--- src/rtl/sdio_pkg.sv ---
`default_nettype none
// ============================================================================
//  Module      : sdio_pkg
//  Description : Shared types and constants for the SD SPI transmit block.
//                The CRC state and CRC helper exist only when
//                SDIO_SPI_TX_CRC16_EN is defined.
//  Revision    : 1.0 - initial release
// ============================================================================
package sdio_pkg;

    localparam int          DWIDTH_DEF     = 8;
    localparam int          FIFO_DEPTH_DEF = 4;
    localparam logic [15:0] CRC16_POLY     = 16'h1021;

`ifdef SDIO_SPI_TX_CRC16_EN
    typedef enum logic [1:0] {
        ST_IDLE  = 2'd0,
        ST_SHIFT = 2'd1,
        ST_CRC   = 2'd2
    } sdio_state_t;

    // One bit of a serial CRC16-CCITT: feedback is the outgoing bit XOR CRC MSB
    function automatic logic [15:0] crc16_step(input logic [15:0] crc,
                                               input logic        bit_in);
        logic fb;
        fb = bit_in ^ crc[15];
        return {crc[14:0], 1'b0} ^ (fb ? CRC16_POLY : 16'h0000);
    endfunction
`else
    typedef enum logic [1:0] {
        ST_IDLE  = 2'd0,
        ST_SHIFT = 2'd1
    } sdio_state_t;
`endif

endpackage
`default_nettype wire

--- src/rtl/sdio_sync_fifo.sv ---
`default_nettype none
// ============================================================================
//  Module      : sdio_sync_fifo
//  Description : Single-clock FIFO with show-ahead read data and a registered
//                occupancy count. A push into a full FIFO is accepted only
//                when a pop happens in the same cycle.
//  Revision    : 1.0 - initial release
// ============================================================================
module sdio_sync_fifo #(
    parameter int WIDTH = 8,
    parameter int DEPTH = 4,
    localparam int AW   = $clog2(DEPTH),
    localparam int LW   = AW + 1
) (
    input  logic             clk,
    input  logic             rst_n,
    input  logic             push,
    input  logic             pop,
    input  logic [WIDTH-1:0] wdata,
    output logic [WIDTH-1:0] rdata,
    output logic             full,
    output logic             empty,
    output logic [LW-1:0]    level
);

    logic [WIDTH-1:0] mem [DEPTH];
    logic [AW-1:0]    wr_ptr;
    logic [AW-1:0]    rd_ptr;
    logic             do_push;
    logic             do_pop;

    assign full    = (level == LW'(DEPTH));
    assign empty   = (level == '0);
    assign do_pop  = pop & ~empty;
    assign do_push = push & (~full | do_pop);
    assign rdata   = mem[rd_ptr];

    // Storage array; contents need no reset because level gates every read
    always_ff @(posedge clk) begin
        if (do_push) begin
            mem[wr_ptr] <= wdata;
        end
    end

    // Pointers wrap naturally because DEPTH is a power of two
    always_ff @(posedge clk) begin
        if (!rst_n) begin
            wr_ptr <= '0;
            rd_ptr <= '0;
            level  <= '0;
        end else begin
            if (do_push) wr_ptr <= wr_ptr + AW'(1);
            if (do_pop)  rd_ptr <= rd_ptr + AW'(1);
            level <= level + LW'(do_push) - LW'(do_pop);
        end
    end

endmodule
`default_nettype wire

--- src/rtl/sdio_spi_tx.sv ---
`default_nettype none
// ============================================================================
//  Module      : sdio_spi_tx
//  Description : PIC-to-SD-card SPI transmitter. Words written from the PIC
//                are queued in a FIFO and shifted MSB first on DO, one bit per
//                falling edge of the card's SCLK, while card select is low.
//                Optional CRC16 trailer enabled by SDIO_SPI_TX_CRC16_EN.
//  Revision    : 1.0 - initial release
// ============================================================================
module sdio_spi_tx
    import sdio_pkg::*;
#(
    parameter int DWIDTH     = DWIDTH_DEF,
    parameter int FIFO_DEPTH = FIFO_DEPTH_DEF,
    localparam int LW        = $clog2(FIFO_DEPTH) + 1
) (
    input  logic              ICLK,
    input  logic              ResetN,
    input  logic [DWIDTH-1:0] csabus,
    input  logic              WriteN,
    input  logic              SCLK,
    input  logic              CD,
`ifdef SDIO_SPI_TX_CRC16_EN
    input  logic              CrcSendN,
`endif
    output logic              DO,
    output logic              RdyN,
    output logic              CmdN,
    output logic [LW-1:0]     Level,
    output logic              Ovf
);

    // Counter must reach DWIDTH-1 for data and 15 for the CRC trailer
    localparam int BCW = $clog2((DWIDTH > 16) ? DWIDTH : 16);

    sdio_state_t       state;
    logic [DWIDTH-1:0] shreg;
    logic [BCW-1:0]    bit_cnt;
    logic              sclk_s1, sclk_s2, sclk_d;
    logic              cd_s1, cd_s2;
    logic              sclk_fall;
    logic              fifo_full, fifo_empty;
    logic [DWIDTH-1:0] fifo_head;
    logic              push, pop;
    logic              word_end;
`ifdef SDIO_SPI_TX_CRC16_EN
    logic [15:0]       crc;
    logic [15:0]       crc_nxt;
    logic              crc_req;
`endif

    sdio_sync_fifo #(
        .WIDTH (DWIDTH),
        .DEPTH (FIFO_DEPTH)
    ) u_fifo (
        .clk   (ICLK),
        .rst_n (ResetN),
        .push  (push),
        .pop   (pop),
        .wdata (csabus),
        .rdata (fifo_head),
        .full  (fifo_full),
        .empty (fifo_empty),
        .level (Level)
    );

    assign push      = ~WriteN;
    assign RdyN      = fifo_full;
    assign sclk_fall = sclk_d & ~sclk_s2;
    assign word_end  = (state == ST_SHIFT) && !cd_s2 && sclk_fall &&
                       (bit_cnt == BCW'(DWIDTH - 1));
`ifdef SDIO_SPI_TX_CRC16_EN
    assign crc_nxt   = crc16_step(crc, shreg[DWIDTH-1]);
`endif

    // Pop when starting from idle or when a word ends and another is queued
    always_comb begin
        pop = 1'b0;
        if (!fifo_empty) begin
            if ((state == ST_IDLE) && !cd_s2) pop = 1'b1;
            if (word_end)                     pop = 1'b1;
        end
    end

    // Two-flop synchronisers plus one delay flop for SCLK fall detection
    always_ff @(posedge ICLK) begin
        if (!ResetN) begin
            sclk_s1 <= 1'b0;
            sclk_s2 <= 1'b0;
            sclk_d  <= 1'b0;
            cd_s1   <= 1'b1;
            cd_s2   <= 1'b1;
        end else begin
            sclk_s1 <= SCLK;
            sclk_s2 <= sclk_s1;
            sclk_d  <= sclk_s2;
            cd_s1   <= CD;
            cd_s2   <= cd_s1;
        end
    end

    // Sticky overflow: a write arrived while full and nothing left the FIFO
    always_ff @(posedge ICLK) begin
        if (!ResetN) begin
            Ovf <= 1'b0;
        end else if (push && fifo_full && !pop) begin
            Ovf <= 1'b1;
        end
    end

    // Transmit state machine with registered DO and CmdN
    always_ff @(posedge ICLK) begin
        if (!ResetN) begin
            state   <= ST_IDLE;
            DO      <= 1'b1;
            CmdN    <= 1'b1;
            bit_cnt <= '0;
            shreg   <= '0;
`ifdef SDIO_SPI_TX_CRC16_EN
            crc     <= '0;
            crc_req <= 1'b0;
`endif
        end else begin
            CmdN <= 1'b1;
`ifdef SDIO_SPI_TX_CRC16_EN
            if (!CrcSendN) crc_req <= 1'b1;
`endif
            case (state)
                ST_IDLE: begin
                    if (pop) begin
                        shreg   <= fifo_head;
                        DO      <= fifo_head[DWIDTH-1];
                        bit_cnt <= '0;
                        state   <= ST_SHIFT;
                    end else begin
                        DO <= 1'b1;
                    end
                end
                ST_SHIFT: begin
                    if (cd_s2) begin
                        // Card deselected: drop the partial word silently
                        state   <= ST_IDLE;
                        DO      <= 1'b1;
                        bit_cnt <= '0;
                    end else if (sclk_fall) begin
`ifdef SDIO_SPI_TX_CRC16_EN
                        crc <= crc_nxt;
`endif
                        if (word_end) begin
                            CmdN    <= 1'b0;
                            bit_cnt <= '0;
                            if (pop) begin
                                shreg <= fifo_head;
                                DO    <= fifo_head[DWIDTH-1];
`ifdef SDIO_SPI_TX_CRC16_EN
                            end else if (crc_req) begin
                                // crc_nxt already includes the last data bit
                                state   <= ST_CRC;
                                DO      <= crc_nxt[15];
                                crc     <= crc_nxt;
                                crc_req <= 1'b0;
`endif
                            end else begin
                                state <= ST_IDLE;
                                DO    <= 1'b1;
                            end
                        end else begin
                            shreg   <= shreg << 1;
                            DO      <= shreg[DWIDTH-2];
                            bit_cnt <= bit_cnt + BCW'(1);
                        end
                    end
                end
`ifdef SDIO_SPI_TX_CRC16_EN
                ST_CRC: begin
                    if (cd_s2) begin
                        state   <= ST_IDLE;
                        DO      <= 1'b1;
                        bit_cnt <= '0;
                        crc     <= '0;
                        crc_req <= 1'b0;
                    end else if (sclk_fall) begin
                        if (bit_cnt == BCW'(15)) begin
                            CmdN    <= 1'b0;
                            bit_cnt <= '0;
                            crc     <= '0;
                            state   <= ST_IDLE;
                            DO      <= 1'b1;
                        end else begin
                            crc     <= crc << 1;
                            DO      <= crc[14];
                            bit_cnt <= bit_cnt + BCW'(1);
                        end
                    end
                end
`endif
                default: begin
                    state <= ST_IDLE;
                    DO    <= 1'b1;
                end
            endcase
        end
    end

endmodule
`default_nettype wire

--- config.mk ---
export PLATFORM = sky130hd
export DESIGN_NAME = sdio_spi_tx
export DESIGN_NICKNAME = d
export VERILOG_FILES = /design/src/rtl/sdio_pkg.sv /design/src/rtl/sdio_sync_fifo.sv /design/src/rtl/sdio_spi_tx.sv
export SDC_FILE = /design/constraint.sdc
export NUM_CORES = 1
export LEC_CHECK = 0
export CAP_MARGIN = 10
export CORE_ASPECT_RATIO = 1.5
export CORE_MARGIN = 5
export CORE_UTILIZATION = 60
export CTS_CLUSTER_DIAMETER = 60
export DETAILED_ROUTE_END_ITERATION = 12
export PLACE_DENSITY_LB_ADDON = 0.25
export SLEW_MARGIN = 15
export SYNTH_ARGS = -nofsm -noshare
export SYNTH_HDL_FRONTEND = slang
export SYNTH_HIERARCHICAL = 1
export SYNTH_SLANG_ARGS = --single-unit
--- constraint.sdc ---
create_clock -name ICLK -period 7.16 [get_ports ICLK]
set_clock_uncertainty 0.2 [all_clocks]
set_input_delay 1.432 -clock ICLK [delete_from_list [all_inputs] [get_ports ICLK]]
set_output_delay 1.432 -clock ICLK [all_outputs]
set_load 0.01 [all_outputs]
=== Word level (Yosys, flattened, before mapping) ===
Memories as Yosys holds them, arrays and structs flattened. A register that Yosys moved wholly into a read port is not among the register bits.
Cells that the tools add are included.

* Output and inout bits: 7
* Memory bits (writable): 32
* Logic and storage cells: 84
* Memories kept: 1
* Register bits after elaboration: 29
* Bits of input ports: 13

{| class="wikitable"
|+ Memory list
! memory !! depth !! width !! read ports !! clocked after Yosys merged registers in !! wr ports !! line !! text
|-
| u_fifo.mem || 4 || 8 || 1 || 1 || 1 || sdio_sync_fifo.sv:26 || <nowiki>logic [WIDTH-1:0] mem [DEPTH];</nowiki>
|}

* Add/sub/neg operators: 5
* Equality and inequality tests: 9
* Bitwise gates (word level): 11
* Reduce and logical (&&, ||, !) cells: 15
* Multiplexer cells: 29

{| class="wikitable"
|+ Operators by type and width
! kind !! number
|-
| 8-bit 2-to-1 mux || 4
|-
| 4-bit 2-to-1 mux || 4
|-
| 8-bit case mux with 2 select lines || 1
|-
| 2-bit 2-to-1 mux || 7
|-
| 1-bit 2-to-1 mux || 10
|-
| 3-bit != test (second input constant) || 3
|-
| 4-bit case mux with 2 select lines || 1
|-
| 1-bit NOT || 7
|-
| 1-bit logical AND || 6
|-
| 2-bit != test (second input constant) || 3
|-
| 3-bit AND reduction || 2
|-
| 2-bit by 1-bit adder with 2-bit output (second input constant) || 2
|-
| 4-bit by 1-bit adder with 4-bit output (second input constant) || 1
|-
| 4-bit by 3-bit == test with 1-bit output (second input constant) || 1
|-
| 2-bit case mux with 2 select lines || 1
|-
| 4-bit AND reduction || 1
|-
| 4-bit OR reduction || 1
|-
| 3-bit by 1-bit adder with 3-bit output || 1
|-
| 1-bit bitwise AND || 3
|-
| 3-bit == test (second input constant) || 1
|-
| 3-bit logical NOT || 1
|-
| 3-bit by 1-bit subtractor with 3-bit output || 1
|-
| 2-bit by 1-bit == test with 1-bit output (second input constant) || 1
|-
| 1-bit logical NOT || 2
|-
| other kinds (4) || 4
|}

=== Logic depth before layout (Yosys ltp) ===
Gate-level depths: netlist of run 1.

* Depth in word-level cells: 11
* Depth in mapped cells: 14
* Gate-level depth less buffers: 13

=== Cells and area by module ===
The synthesis of run 1 kept the hierarchy.

{| class="wikitable"
|+ Modules (own cells, without submodules)
! module !! sequential area each (µm²) !! cells each !! area each (µm²) !! times used
|-
| sdio_sync_fifo || 1141.1 || 89 || 1625.3 || 1
|-
| sdio_spi_tx || 400.4 || 92 || 869.6 || 1
|}

=== Worst setup path before layout of run 1 ===
Ideal clock, no wire load.

* Kind: input -> register
* Start point: input port WriteN
* End point: register u_fifo.level[2]
* Data arrival time: 2.842 ns
* Data required time: 6.845 ns
* Stages: 9
* Setup time: 0.115 ns
* Path buffers: 0
* Slack: 4.003 ns
* Cell sequence: inv_1 a21boi_2 a21o_1 ha_1 inv_1 fa_1 xnor2_1 xnor2_1 and2_1

* Word-level cells in the longest chain between the ends: 4

{| class="wikitable"
|+ RTL lines
! item !! line !! text
|-
| start: declaration || sdio_spi_tx.sv:20 || <nowiki>input logic WriteN,</nowiki>
|-
| 1-bit NOT || sdio_spi_tx.sv:67 || <nowiki>assign push = ~WriteN;</nowiki>
|-
| 1-bit bitwise AND || sdio_sync_fifo.sv:35 || <nowiki>assign do_push = push & (~full | do_pop);</nowiki>
|-
| 3-bit by 1-bit adder with 3-bit output || sdio_sync_fifo.sv:54 || <nowiki>level <= level + LW'(do_push) - LW'(do_pop);</nowiki>
|-
| 3-bit by 1-bit subtractor with 3-bit output || sdio_sync_fifo.sv:54 ||
|-
| end signal: assignment || sdio_sync_fifo.sv:54 ||
|-
| end: declaration || sdio_sync_fifo.sv:23 || <nowiki>output logic [LW-1:0] level</nowiki>
|}

No other way between the ends.
A chain may end at the register's enable or synchronous reset.

=== Worst setup path after layout of run 1 ===
* Start point: input port WriteN
* End point: register u_fifo.level[2]

* Word-level cells in the longest chain between the ends: 4

{| class="wikitable"
|+ RTL lines
! item !! line !! text
|-
| 1-bit NOT || sdio_spi_tx.sv:67 ||
|-
| named net push || sdio_spi_tx.sv:44 || <nowiki>logic push, pop;</nowiki>
|-
| 1-bit bitwise AND || sdio_sync_fifo.sv:35 ||
|-
| 3-bit by 1-bit adder with 3-bit output || sdio_sync_fifo.sv:54 ||
|-
| 3-bit by 1-bit subtractor with 3-bit output || sdio_sync_fifo.sv:54 ||
|}

The timed path passes the listed nets, and every way through them passes these cells.

==> out/metrics.yaml, run 1 <==
cts_buffer_depth: 2
worst_slew_pin_slew_ns: 1.07
initial_core_util_pct: 62.5
reg2reg_slack_ns: 4.08
ant_nets: 0
synthMostInstantiatedCell: "edfxtp_1"
drt_iter0_drc: 119
final_nets: 225
die-area_um2: 5570
post-route-period-util_pct: 47.6
netlist.area_leader.share_pct: 38.5
cp_max_fo: 7
r2r-end: "u_fifo/level[2]$_SDFF_PN0_"
grt_max_degree: 35
finalSetupTns_ns: 0
ys_seq_area_share_pct: 61.8
clock_sinks: 61
synth-edff-count: 32
reg2reg_from: "u_fifo/level[1]$_SDFF_PN0_"
syn_inst: 181
syn-num-nets: 201
yosysUniqueCellTypes: 47
relSlewSlack_pct: 28.6
overflow: 0
drc: 0
cp_data_required_time_ns: 7.17
drv_cap: 0
cts_buffers: 9
rows: 28
report.final.slew_viol_count: 0
final-setup-viol-count: 0
status: "completed"
synthFlopType: "edfxtp_1"
layout_min_cycle_time_ns: 3.41
reg2reg_depth: 14
clockRootBuffer: "clkbuf_8"
vias_per_cell: 5.94
numPortBuffers: 19
clk_pin_slew_worst_paths_ns: 0.06
diodes: 0
grt_pass1_vias: 1580
cts_tree: "done"
synth_largest_area_cell: "edfxtp_1"
cts_max_level: 3
cts_resized: 0
synthesis.area_um2: 2490
io_pins: 20
vias: 1510
die_h_um: 89.0
hold_buffers: 0
final-hold-violation-count: 0
rsz0062_at_grt: "no"
p_per_area_nw_per_um2: 276
holdPathStages: 1
clkLatencyLatePin_ns: 0.32
area_delta_synth_final_pct: 14.9
cp.arrival_ns: 3.41
peakVddDrop_mv: 0.231
ys_ff_latch: 61
syn-mean-instance-area_um2: 13.8
holdWs_ns: 0.220
synthTopCellsByCount: "edfxtp_1, dfxtp_1, nor2_1, and2_1"
fp.dieW_um: 62.7
worstSetupPathType: "in -> reg"
wl_per_cell_um: 17.5
totalWireLength_um: 4450
power.leakage_nw: 1.02
cts_setup_buffers: 0
async_flop_share_pct: 0
yosys-top-cells-area: "edfxtp_1, dfxtp_1, mux4_2"
drive_above_1_share_pct: 12.9
crit_path_end_kind: "flop"
gp_congestion: 0.808
hold_path_class: "reg -> reg"
yosysWarningCount: 6
fmax_mhz: 294
antenna_found_initial: 0
firstDrtPassIters: 4
grt_pass1_wl_um: 7630
track_usage_pct: 18.1
hold_end: "cd_s2$_SDFF_PN1_"
startpoint_type: "input pin"
placeableCoreArea_um2: 3990
worstHoldStart: "cd_s1$_SDFF_PN1_"
hpwlAfterDp_um: 3120
## placed cells by master (no fill, tap or decap), types with 2 or more instances in the layout
| master | count |
|---|---|
| clkbuf_1 | 2 |
| nor3_1 | 2 |
| nor2b_1 | 3 |
| nand2b_1 | 4 |
| inv_1 | 6 |
| o21ai_1 | 2 |
| edfxtp_1 | 32 |
| nand4b_1 | 2 |
| a31oi_1 | 2 |
| nand3_1 | 4 |
| a21oi_1 | 2 |
| mux2i_1 | 2 |
| and2_1 | 12 |
| clkdlybuf4s50_1 | 19 |
| clkbuf_8 | 9 |
| dfxtp_1 | 29 |
| ha_1 | 6 |
| xnor2_1 | 4 |
| nand2_1 | 8 |
| clkinv_1 | 3 |
| mux4_2 | 8 |
| nor2_1 | 15 |
| o221ai_1 | 6 |
## sequential cells by signal, summed over array words and instances, names as in the netlist, 2 cells and up, named ones only
name,flops
u_fifo/rd_ptr,2
shreg,7
u_fifo/mem,32
bit_cnt,4
u_fifo/level,3
u_fifo/wr_ptr,2
## worst max-delay path by stage
| stage | from | end | cells past startpoint |
|---|---|---|---|
| floorplan | WriteN | u_fifo/level[2]$_SDFF_PN0_ | 9 |
| global placement | WriteN | u_fifo/level[2]$_SDFF_PN0_ | 10 |
| detailed placement | WriteN | u_fifo/level[2]$_SDFF_PN0_ | 10 |
| CTS | WriteN | u_fifo/level[2]$_SDFF_PN0_ | 10 |
| global route | WriteN | u_fifo/level[2]$_SDFF_PN0_ | 10 |
| finish | WriteN | u_fifo/level[2]$_SDFF_PN0_ | 10 |
## layout make-up
| type | count | area [um2] |
|---|---|---|
| Tap cell | 45 | 56.3 |
| Multi-Input combinational cell | 106 | 897 |
| Fill cell | 285 | 1130 |
| Clock buffer | 11 | 131 |
| Timing Repair Buffer | 20 | 198 |
| Inverter | 7 | 26.3 |
| Sequential cell | 61 | 1540 |
| Clock inverter | 4 | 16.3 |
## power by group
group / switching (mW) / internal [mW] / leakage, nW / total [mW]
combinational: 0.0623 / 0.0629 / 0.413 / 0.125
sequential: 0.0253 / 0.404 / 0.530 / 0.429
clock: 0.116 / 0.120 / 0.0757 / 0.236
total: 0.204 / 0.586 / 1.02 / 0.790
## per-stage QoR
step / instance area (um2) / instances / util, % / total power, mW / worst slack (ns)
finish: 2870 / 254 / 71.8 / 0.790 / 3.75
global route: 2870 / 254 / 71.8 / 0.833 / 3.61
floorplan: 2490 / 181 / - / 0.512 / 4.00
global placement: 2720 / 239 / 68.1 / 0.552 / 3.54
detailed placement: 2720 / 239 / 68.1 / 0.563 / 3.41
CTS: 2870 / 254 / 71.8 / 0.800 / 3.77
## critical path, cell delays in order
cell and delay, ns:
clkdlybuf4s50_1 0.40, inv_1 0.09, a21boi_2 0.32, a21o_1 0.18, ha_1 0.14, inv_1 0.05, fa_1 0.37, xnor2_1 0.15
xnor2_1 0.13, and2_1 0.17
## kinds of logic (layout without fill, tap and decap cells)
logic type / after synthesis / after routing / synth area share (%)
AO/OA/AOI/OAI: 26 / 26 / 8.88
XOR/XNOR: 4 / 4 / 1.40
adder cells (fa/ha/maj): 7 / 7 / 3.81
buffers and inverters: 14 / 42 / 2.26
flip-flops: 61 / 61 / 61.8
multiplexers: 10 / 10 / 8.02
AND/OR/NAND/NOR: 59 / 59 / 13.8
## metal layers
metal  GRT usage (%)  part of all wire [%]  vias to the layer above
met5               0                     0                        -
met4            8.11                   1.2                        0
met3            5.41                   3.5                        5
met2            33.2                    55                       28
met1            19.2                    40                      761
li1                -                     -                      716
Power figures use the tool's default switching activity.
==> run 2: changes to the inputs <==
CORE_UTILIZATION = 57   (was 60)
clock period = 3.5 ns   (was 7.16 ns; I/O delays follow)
==> run 2 against run 1 <==
Against the previous run:
- sequential share of layout area down 1.4 points
- first-iteration DRC count down 55%
- worst hold slack worse by 0.0016 ns
- final area up 2.6%
- critical endpoint unchanged
- non-clock buffer count up 1
- global-route usage down 0.69 points
- register-to-register slack worse by 3.5 ns
- total power up 130%
- core utilization down 2.5 points
- combinational power up 110%
==> out/metrics.yaml, run 2 (synthesis gave the netlist of run 1 again) <==
startpoint_type: "flop"
stdcell_count: 257
vias_per_cell: 5.86
placeableCoreArea_um2: 4250
slowest_stage: "nor3_1"
path_cells: "nor3_1 -> nor2_1 -> a31oi_1 -> inv_2 -> o31ai_2 -> a21o_1 -> ha_1 -> inv_1 -> fa_1 -> xnor2_1 -> xnor2_1 -> and2_1"
relSlewSlack_pct: 65.0
drv_cap: 0
layout_min_cycle_time_ns: 2.91
cts_buffer_depth: 2
regMostFlops: "u_fifo/mem"
worstSetupPathType: "reg -> reg"
clock_sinks: 61
crit_cells: 12
drive_above_1_share_pct: 15.6
initial_core_util_pct: 58.8
hold_buffers: 0
firstDrtPassIters: 4
crit_family: "simple AND/OR/NAND/NOR gates"
grt_pass1_vias: 1549
numPortBuffers: 19
fp.dieW_um: 64.0
cts_tree: "done"
max_stage_delay_ns: 0.49
final_cell_mix: "edfxtp_1, dfxtp_1, clkdlybuf4s50_1"
ant_nets: 0
p_per_area_nw_per_um2: 610
largest_register_ffs: 32
crit_path_end_kind: "flop"
hold_path_class: "reg -> reg"
area_delta_synth_final_pct: 17.9
overflow: 0
cts_resized: 0
combinationalPowerShare_pct: 14.4
place_inst: 241
totalWireLength_um: 4490
track_usage_pct: 17.4
clockRootBuffer: "clkbuf_8"
grt_max_degree: 35
power.leakage_nw: 1.05
gp_congestion: 0.873
intPower_mw: 1.35
grt_pass1_wl_um: 7650
vias: 1507
die_h_um: 91.0
antenna_found_initial: 0
wl_per_cell_um: 17.5
cp.arrival_ns: 2.93
p_sw_uw: 442
final_nets: 226
r2r-end: "u_fifo/level[2]$_SDFF_PN0_"
cp_max_fo: 7
worst_slew_pin_slew_ns: 0.524
clockPowerShare_pct: 36.6
status: "completed"
cp_common_cell: "xnor2_1"
top_regs: "u_fifo/mem: 32 flops, shreg: 7 flops, bit_cnt: 4 flops"
die-area_um2: 5830
final-hold-violation-count: 0
report.final.slew_viol_count: 0
finalSetupTns_ns: 0
rsz0062_at_grt: "no"
cts_setup_buffers: 0
cts_max_level: 3
diodes: 0
io_pins: 20
holdWs_ns: 0.218
pwr-share-seq_pct: 48.9
layout_commonest_cell: "edfxtp_1"
cp_num_buf_inv: 2
reg2reg_depth: 12
peakVddDrop_mv: 0.602
post-route-period-util_pct: 83.2
clkLatencyLatePin_ns: 0.33
reg2reg_from: "u_fifo/level[1]$_SDFF_PN0_"
final-setup-viol-count: 0
drc: 0
cts_buffers: 9
fmax_mhz: 343
crit_end: "u_fifo/level[2]$_SDFF_PN0_"
power.share.switching_pct: 24.7
rows: 29
hpwlAfterDp_um: 3160
drt_iter0_drc: 53
clk_pin_slew_worst_paths_ns: 0.07
reg2reg_slack_ns: 0.59
cp_data_required_time_ns: 3.52
crit_path_start: "u_fifo/level[1]$_SDFF_PN0_"
-- run 2: cell count changes in the layout (fill, tap and decap cells not counted) --
cell | before | now
clkinv_1 | 3 | 1
clkinv_2 | 1 | 2
clkbuf_1 | 2 | 0
clkinvlp_4 | 0 | 1
buf_4 | 1 | 2
bufinv_16 | 0 | 2
clkinv_4 | 0 | 1
-- run 2: layer usage --
metal	global-route usage (%)	vias up	share of wire [%]
met2	28.4	30	56
met4	9.01	0	1.4
met1	20.3	751	39
met5	0	-	0
met3	5.43	5	3.9
li1	-	721	-
-- run 2: final cells by class --
class,instances,area (um2)
Timing Repair Buffer,21,205
Clock buffer,9,124
Clock inverter,7,90.1
Multi-Input combinational cell,106,897
Sequential cell,61,1540
Tap cell,46,57.6
Inverter,7,26.3
Fill cell,294,1300
-- run 2: how the worst min path moves through the flow --
| stage | from | cells past startpoint | slack [ns] | endpoint |
|---|---|---|---|---|
| CTS | cd_s1$_SDFF_PN1_ | 1 | 0.22 | cd_s2$_SDFF_PN1_ |
| global placement | cd_s1$_SDFF_PN1_ | 1 | 0.20 | cd_s2$_SDFF_PN1_ |
| floorplan | cd_s1$_SDFF_PN1_ | 1 | 0.19 | cd_s2$_SDFF_PN1_ |
| finish | cd_s1$_SDFF_PN1_ | 1 | 0.22 | cd_s2$_SDFF_PN1_ |
| global route | cd_s1$_SDFF_PN1_ | 1 | 0.25 | cd_s2$_SDFF_PN1_ |
| detailed placement | cd_s1$_SDFF_PN1_ | 1 | 0.20 | cd_s2$_SDFF_PN1_ |
-- run 2: through the flow --
stage	worst slack, ns	total power, mW	area [um2]	util, %
finish	0.587	1.79	2940	69.3
global route	0.476	1.89	2940	69.3
CTS	0.623	1.81	2940	69.3
detailed placement	0.484	1.15	2730	64.2
global placement	0.618	1.13	2730	64.2
floorplan	0.689	1.05	2490	-
-- run 2: power by group through the flow --
stage / logic, mW / registers (mW) / clock network (mW)
6_report: 0.259 / 0.878 / 0.658
5_1_grt: 0.281 / 0.885 / 0.726
4_1_cts: 0.261 / 0.877 / 0.676
3_5_place_dp: 0.260 / 0.892 / 0
3_3_place_gp: 0.245 / 0.886 / 0
2_1_floorplan: 0.166 / 0.880 / 0
==> run 3: changes to the inputs <==
clock period = 3 ns   (was 3.5 ns; I/O delays follow)
==> run 3 against run 2 <==
Against the previous run:
- worst hold slack got worse by 0.0015 ns
- clock power up 13%
- maximum frequency is 6.9% higher
- sequential power up 16%
- core utilization grew 0.29 points
- critical path depth up 1
- sequential share of layout area down 0.22 points
- critical path type unchanged
- critical endpoint unchanged
- highest routed layer unchanged
==> out/metrics.yaml, run 3 (synthesis gave the netlist of run 1 again) <==
status: "completed"
firstDrtPassIters: 4
vias_per_cell: 5.72
cp_max_fo: 5
reg2reg_depth: 13
drt_iter0_drc: 87
wl_per_cell_um: 16.2
cts_max_level: 3
vias: 1481
crit_path_end_kind: "flop"
clockRootBuffer: "clkbuf_8"
p_per_area_nw_per_um2: 701
totalWireLength_um: 4190
rows: 29
top_regs: "u_fifo/mem: 32 flops, shreg: 7 flops, bit_cnt: 4 flops"
grt_pass1_wl_um: 7190
cts_resized: 0
cts_buffer_depth: 2
drive_above_1_share_pct: 17.4
rsz0062_at_grt: "no"
drv_cap: 0
hpwlAfterDp_um: 2940
clk_pin_slew_worst_paths_ns: 0.07
cp.arrival_ns: 2.76
clkLatencyLatePin_ns: 0.34
cp_data_required_time_ns: 3.03
grt_max_degree: 34
track_usage_pct: 16.5
holdPathStages: 1
peakVddDrop_mv: 0.641
grt_pass1_vias: 1552
cts_tree: "done"
post-route-period-util_pct: 90.8
fp.dieW_um: 64.0
worstSetupPathType: "reg -> reg"
final_cell_mix: "edfxtp_1, dfxtp_1, clkdlybuf4s50_1"
numPortBuffers: 19
io_pins: 20
antenna_found_initial: 0
final-setup-viol-count: 0
largest_register_ffs: 32
hold_path_class: "reg -> reg"
hold_buffers: 0
area_delta_synth_final_pct: 18.4
finalPower_mw: 2.07
ant_nets: 0
final-hold-violation-count: 0
final_nets: 228
diodes: 0
drc: 0
placeableCoreArea_um2: 4250
fin_ws_ns: 0.276
finalSetupTns_ns: 0
report.final.slew_viol_count: 0
final_core_util_pct: 69.6
die-area_um2: 5830
layout_min_cycle_time_ns: 2.72
relSlewSlack_pct: 63.3
worst_slew_pin_slew_ns: 0.550
layout_commonest_cell: "edfxtp_1"
overflow: 0
power.leakage_nw: 1.06
startpoint_type: "flop"
cts_buffers: 9
clock_sinks: 61
cts_setup_buffers: 0
gp_congestion: 0.895
fillers: 303
fmax_mhz: 367
regMostFlops: "u_fifo/mem"
die_h_um: 91.0
initial_core_util_pct: 58.8
dp_slack_ns: 0.258
run 3: cell count changes in the layout (fill, tap and decap cells not counted), sizes merged:
| cell | previous run | this run |
|---|---|---|
| inv | 7 | 10 |
| buf | 2 | 4 |
| clkinvlp | 1 | 0 |
| bufinv | 2 | 1 |
| clkinv | 4 | 3 |
run 3: area by class of cell:
type	instances	area [um2]	share of cell area [%]
Tap cell	46	57.6	1.95
Multi-Input combinational cell	106	902	30.5
Clock inverter	7	82.6	2.80
Sequential cell	61	1540	52.2
Inverter	7	26.3	0.889
Clock buffer	9	124	4.19
Timing Repair Buffer	23	220	7.45
run 3: report_power, final:
part	internal, mW	switching [mW]	leakage [nW]
Sequential	0.962	0.0531	0.530
Clock	0.396	0.345	0.105
Combinational	0.160	0.154	0.430
run 3: stage by stage:
step | hold slack [ns] | instances | instance area, um2
finish | 0.216 | 259 | 2950
global route | 0.247 | 259 | 2950
CTS | 0.224 | 259 | 2950
detailed placement | 0.200 | 243 | 2740
global placement | 0.198 | 243 | 2740
floorplan | 0.186 | 181 | 2490
run 3: final timing paths:
| check | startpoint | to | slack (ns) |
|---|---|---|---|
| worst min-delay path | cd_s1$_SDFF_PN1_ | cd_s2$_SDFF_PN1_ | 0.22 |
| worst max-delay path | bit_cnt[1]$_SDFFE_PN0P_ | u_fifo/level[2]$_SDFF_PN0_ | 0.28 |
| worst max register to register | bit_cnt[1]$_SDFFE_PN0P_ | u_fifo/level[2]$_SDFF_PN0_ | 0.28 |
| worst min register to register | cd_s1$_SDFF_PN1_ | cd_s2$_SDFF_PN1_ | 0.22 |
run 3: per-layer routing:
layer / track usage, % / wire, um
met5: 0 / 0
met4: 9.01 / 106
met3: 5.93 / 149
met2: 27.7 / 2290
met1: 17.8 / 1650
run 3: critical path, cell delays in order, from the launching register on:
cell,delay (ns)
dfxtp_1,0.35
ha_1,0.24
and3b_2,0.24
a31oi_1,0.12
inv_2,0.09
o31ai_2,0.09
nor2_1,0.19
a21o_1,0.11
ha_1,0.13
inv_1,0.05
fa_1,0.37
xnor2_1,0.15
xnor2_1,0.13
and2_1,0.14
